File: src/rtl/alu_issue_ctrl.sv
// Issue/sequencing front end for the 16-bit ALU: accepts one instruction per handshake,
// decodes it against the internal register file, and retires the ALU result and flags.
module alu_issue_ctrl #(
    parameter int NREGS = 16,
    parameter int WIDTH = 16
) (
    input  logic             clk,
    input  logic             reset_n,
    input  logic             instr_valid,
    output logic             instr_ready,
    input  logic [15:0]      instr,
    output logic [7:0]       alu_opcode,
    output logic [WIDTH-1:0] alu_a,
    output logic [WIDTH-1:0] alu_b,
    output logic             alu_carry_in,
    input  logic [WIDTH-1:0] alu_c,
    input  logic [4:0]       alu_flags,
    output logic [4:0]       psr,
    output logic             done,
    output logic             illegal,
    input  logic [3:0]       dbg_addr,
    output logic [WIDTH-1:0] dbg_data
);

    typedef enum logic [1:0] {
        IDLE,
        DECODE,
        EXEC,
        WB
    } state_t;

    state_t           state;
    logic [15:0]      instr_q;
    logic [WIDTH-1:0] regs [NREGS];
    logic [WIDTH-1:0] result;
    logic [4:0]       flag_q;
    logic             wb_en;
    logic             psr_en;
    logic             illegal_q;

    logic [3:0]       op;
    logic [3:0]       opext;
    logic [3:0]       rdest;
    logic [3:0]       rsrc;
    logic [7:0]       imm8;

    logic [7:0]       dec_opcode;
    logic [WIDTH-1:0] dec_b;
    logic             dec_wb;
    logic             dec_psr;
    logic             dec_legal;

    assign op    = instr_q[15:12];
    assign rdest = instr_q[11:8];
    assign opext = instr_q[7:4];
    assign rsrc  = instr_q[3:0];
    assign imm8  = instr_q[7:0];

    assign instr_ready = (state == IDLE);
    assign dbg_data    = regs[dbg_addr];

    // Decode of the latched instruction; only sampled while in DECODE.
    always_comb begin
        dec_opcode = '0;
        dec_b      = '0;
        dec_wb     = 1'b0;
        dec_psr    = 1'b0;
        dec_legal  = 1'b1;
        case (op)
            4'h0: begin
                dec_opcode = {4'h0, opext};
                dec_b      = regs[rsrc];
                case (opext)
                    4'h1, 4'h2, 4'h3, 4'hF: dec_wb = 1'b1;
                    4'h4, 4'h5, 4'h6, 4'h7, 4'h9: begin
                        dec_wb  = 1'b1;
                        dec_psr = 1'b1;
                    end
                    4'h8, 4'hB: dec_psr = 1'b1;
                    default: dec_legal = 1'b0;
                endcase
            end
            4'h8: begin
                dec_opcode = {4'h8, opext};
                dec_wb     = 1'b1;
                case (opext)
                    4'h4, 4'h5, 4'h6, 4'h7: dec_b = regs[rsrc];
                    4'h0, 4'h1: dec_b = {{(WIDTH-4){1'b0}}, rsrc};
                    default: dec_legal = 1'b0;
                endcase
            end
            4'h5, 4'h9, 4'h7: begin
                dec_opcode = {op, 4'h0};
                dec_b      = {{(WIDTH-8){imm8[7]}}, imm8};
                dec_wb     = 1'b1;
                dec_psr    = 1'b1;
            end
            4'hB: begin
                dec_opcode = 8'hB0;
                dec_b      = {{(WIDTH-8){imm8[7]}}, imm8};
                dec_psr    = 1'b1;
            end
            4'h6, 4'h4: begin
                dec_opcode = {op, 4'h0};
                dec_b      = {{(WIDTH-8){1'b0}}, imm8};
                dec_wb     = 1'b1;
                dec_psr    = 1'b1;
            end
            4'hC: begin
                dec_opcode = 8'h0C;
                dec_b      = {{(WIDTH-8){1'b0}}, imm8};
                dec_psr    = 1'b1;
            end
            default: dec_legal = 1'b0;
        endcase
        if (!dec_legal) begin
            dec_opcode = '0;
            dec_wb     = 1'b0;
            dec_psr    = 1'b0;
        end
    end

    // Sequencer; done/illegal go high on entry to WB so they pulse for exactly the WB cycle.
    always_ff @(posedge clk) begin
        if (!reset_n) begin
            state        <= IDLE;
            instr_q      <= '0;
            psr          <= '0;
            alu_opcode   <= '0;
            alu_a        <= '0;
            alu_b        <= '0;
            alu_carry_in <= 1'b0;
            done         <= 1'b0;
            illegal      <= 1'b0;
            result       <= '0;
            flag_q       <= '0;
            wb_en        <= 1'b0;
            psr_en       <= 1'b0;
            illegal_q    <= 1'b0;
            for (int i = 0; i < NREGS; i++) begin
                regs[i] <= '0;
            end
        end else begin
            done    <= 1'b0;
            illegal <= 1'b0;
            case (state)
                IDLE: begin
                    if (instr_valid) begin
                        instr_q <= instr;
                        state   <= DECODE;
                    end
                end
                DECODE: begin
                    alu_opcode   <= dec_opcode;
                    alu_a        <= regs[rdest];
                    alu_b        <= dec_b;
                    alu_carry_in <= psr[3];
                    wb_en        <= dec_wb;
                    psr_en       <= dec_psr;
                    illegal_q    <= !dec_legal;
                    state        <= EXEC;
                end
                EXEC: begin
                    result  <= alu_c;
                    flag_q  <= alu_flags;
                    done    <= !illegal_q;
                    illegal <= illegal_q;
                    state   <= WB;
                end
                WB: begin
                    if (wb_en) begin
                        regs[rdest] <= result;
                    end
                    if (psr_en) begin
                        psr <= flag_q;
                    end
                    state <= IDLE;
                end
                default: state <= IDLE;
            endcase
        end
    end

endmodule

File: config.mk
export PLATFORM = sky130hd
export DESIGN_NAME = alu_issue_ctrl
export DESIGN_NICKNAME = d
export VERILOG_FILES = /design/src/rtl/alu_issue_ctrl.sv
export SDC_FILE = /design/constraint.sdc
export NUM_CORES = 1
export LEC_CHECK = 0
export ABC_CLOCK_PERIOD_IN_PS = 2800
export CAP_MARGIN = 20
export CORE_MARGIN = 2
export CORE_UTILIZATION = 55
export DETAILED_ROUTE_END_ITERATION = 8
export HOLD_SLACK_MARGIN = 0.15
export PLACE_DENSITY = 0.77
export SLEW_MARGIN = 25
export SYNTH_ARGS = -nofsm -noshare
export SYNTH_HDL_FRONTEND = slang
export SYNTH_SLANG_ARGS = --single-unit
File: constraint.sdc
create_clock -name clk -period 2.8 [get_ports clk]
set_clock_uncertainty 0.15 [all_clocks]
set_input_delay 0.28 -clock clk [delete_from_list [all_inputs] [get_ports clk]]
set_output_delay 0.28 -clock clk [all_outputs]
set_load 0.005 [all_outputs]
==> results.cfg <==
[outcome]
status = complete, no violations

[placed_design]
placedCellCount = 1908
io_buffers = 108
hpwl_mm = 40.25
finalWeightedCongestion = 0.9513

[sta]
hold_viol_final = 0
finalSetupTns_ns = 0
holdWs_ns = 0.1664
finalSetupViolCount = 0
maxSlewViolCount = 0
period_minus_slack_ns = 2.746
rsz0062_at_grt = false
maxSlewHeadroom_pct = 39.23
fmaxAchievable_ghz = 0.3642
post-route-period-util_pct = 98.07
worstMarginPinSlew_ns = 0.9082

[clock_network]
cts_root_buf = clkbuf_16
ctsHtreeMaxLevel = 2
clkLatencyLatePin_ns = 0.52
clk_path_buf_depth = 3
cts_buffers = 37
clkTransAtPathRegs_ns = 0.06
clock-sinks = 350
cts_tree = yes
cts_hold_buf = 0

[synthesis]
synthesis.nets = 1423
ys_warn_count = 0
async_flop_share_pct = 0
synthCells = 1375
yosys.area.top_type_share_pct = 40.44
synthTopCellsByArea = edfxtp_1 40%, mux4_2 24%, dfxtp_1 9.9%, and2_1 8.5%, mux2i_1 2.6%
synth_ff_type = edfxtp_1
synth_cell_types = 48
synth-seq-cells = 350
ys_seq_area_share_pct = 50.34
synth_top_cell_by_area = edfxtp_1
synth-edff-count = 256
syn_area_per_cell_um2 = 13.83
syn-cell-area_mm2 = 0.01901

[routing]
dr_total_vias = 13780
drc = 0
drt_first_pass_iters = 7
routed_wl_mm = 60.44
wl_per_cell_um = 30.19
viasPerCell = 6.885
final_antenna_net_count = 0
drt_iter0_markers = 1908

[die]
initial_utilization_pct = 55.44
core_region_area_mm2 = 0.03429
dieHeight_um = 189.9
rows = 68
ios = 109
die-area_mm2 = 0.03607
chipWidth_um = 189.9

[worst_hold_path]
worstHoldStart = instr[15]
whs_path_depth = 3
min_path_type = primary input to register
hold_path_end = instr_q[15]

[power]
p_leak_nw = 7.958
powerDensity_mw_per_mm2 = 706.8
peakVddDrop_mv = 0.4514

[grt]
grt_pass1_wl_mm = 88.64
grt_max_degree = 48
busiest_layer = met2
groute.usage.overall_pct = 33.98
first_global_vias = 13690
grt_use_met2_pct = 54.35
grt_util_met1_pct = 45.43
antenna_found_initial = 1
grt-ovfl-total = 0
use_met3_pct = 8.117

[worst_setup_path]
cp_max_fo = 3
r2r_end = regs[1][2]
worstSetupEndpointType = primary output
reg2regPathDepth = 7
cp-start-kind = register
regToRegSetupSlack_ns = 0.26
cp.required_ns = 2.37
critPathKind = register to primary output
r2r_start = state[0]
cp.arrival_ns = 2.32

[layout]
nNetsFinal = 1567
fin_util_pct = 65.56
n_antenna_cell = 0
instances_no_fill = 2002
layout-drive-gt1-share_pct = 27.08
area_delta_synth_final_pct = 18.24

[run]
drv_cap = 0
per-layer routing:
metal	wire length, µm	up-vias
li1	-	5580
met1	21110	6813
met2	28550	1189
met3	8020	202
met4	2755	0
met5	0	-
registers in the layout, indices dropped and copies added (netlist names), named ones only:
signal        cells
flag_q            5
psr               5
instr_q          16
result           16
state             2
psr_en            1
done              1
alu_a            16
alu_carry_in      1
regs            256
illegal_q         1
alu_opcode        8
illegal           1
alu_b            16
wb_en             1
kinds of logic (layout without fill, tap and decap cells):
group / after synthesis / count (layout) / share of synthesized area [%]
simple gates: 466 / 466 / 13.60
xor+xnor: 1 / 1 / 0.04608
mux: 256 / 256 / 26.92
compound gates: 164 / 164 / 5.575
flops: 350 / 350 / 50.34
buf+inv: 134 / 306 / 3.258
fa+ha+maj: 4 / 4 / 0.2633
per-stage QoR:
stage | cell area (µm²) | power (mW) | setup slack (ns)
2_1_floorplan | 19010 | 9.041 | -0.08589
3_3_place_gp | 21030 | 10.62 | 0.1345
3_5_place_dp | 21030 | 10.71 | 0.1015
4_1_cts | 22470 | 15.81 | 0.06016
5_1_grt | 22480 | 16.36 | 0.02781
6_report | 22480 | 15.89 | 0.05408
timing repair:
action,CTS,global route
gates resized for setup,16,0
buffers inserted,27,0
endpoints found under the setup margin,16,0
cell type report:
type	instances	area, µm²
Fill cell	2372	11810
Sequential cell	350	9580
Clock inverter	20	259.0
Clock buffer	47	1006
Tap cell	455	569.3
Timing Repair Buffer	231	2160
Multi-Input combinational cell	891	8875
Inverter	8	30.03
worst max path at each step:
stage | startpoint | endpoint | slack (ns) | depth (start not counted)
final | regs[12][6] | dbg_data[6] | 0.05 | 3
after global routing | regs[4][15] | dbg_data[15] | 0.03 | 3
after CTS | regs[8][15] | dbg_data[15] | 0.06 | 3
after detailed placement | dbg_addr[0] | dbg_data[14] | 0.10 | 5
after global placement | dbg_addr[0] | dbg_data[14] | 0.13 | 5
after floorplan | state[0] | regs[13][0] | -0.09 | 5
cells in the mapped netlist (all sizes together) (5+ instances only):
master,count
a21oi,47
edfxtp,256
mux4,204
inv,8
a22o,17
o21ai,44
mux2i,50
nand2,89
buf,55
nand4,5
dfxtp,94
a22oi,6
a32o,14
clkbuf,71
and2,259
nand2b,10
nor3,6
nand3,17
nor2b,18
nor2,51
a31oi,19
power by group:
| group | total [mW] | switching [mW] | internal, mW |
|---|---|---|---|
| registers | 6.66 | 0.673 | 5.99 |
| clock network | 5.15 | 2.04 | 3.11 |
| logic | 4.08 | 2.11 | 1.97 |
worst max-delay path, stage by stage (launching register included):
cell and delay [ns]:
edfxtp_1 0.44, mux4_2 0.48, mux4_2 0.57, dlygate4sd2_1 0.30
cell usage in the layout, fill, tap and decap left out, types with 10 or more instances in the layout:
cell type | Yosys | routed
edfxtp_1 | 256 | 256
nor2b_1 | 17 | 17
o21ai_0 | 43 | 31
dfxtp_1 | 94 | 89
mux2i_1 | 50 | 50
o21ai_2 | 1 | 13
buf_12 | 0 | 15
buf_4 | 7 | 109
a21oi_1 | 47 | 47
and2_1 | 259 | 259
a22o_1 | 17 | 17
nand2_1 | 87 | 87
dlygate4sd2_1 | 0 | 16
a32o_1 | 14 | 14
nand2b_1 | 10 | 10
clkbuf_16 | 0 | 39
clkdlybuf4s50_1 | 0 | 89
nor2_1 | 50 | 48
a31oi_1 | 19 | 19
nand3_1 | 17 | 17
mux4_2 | 204 | 204
No activity file was read; power rests on OpenSTA's default activity.
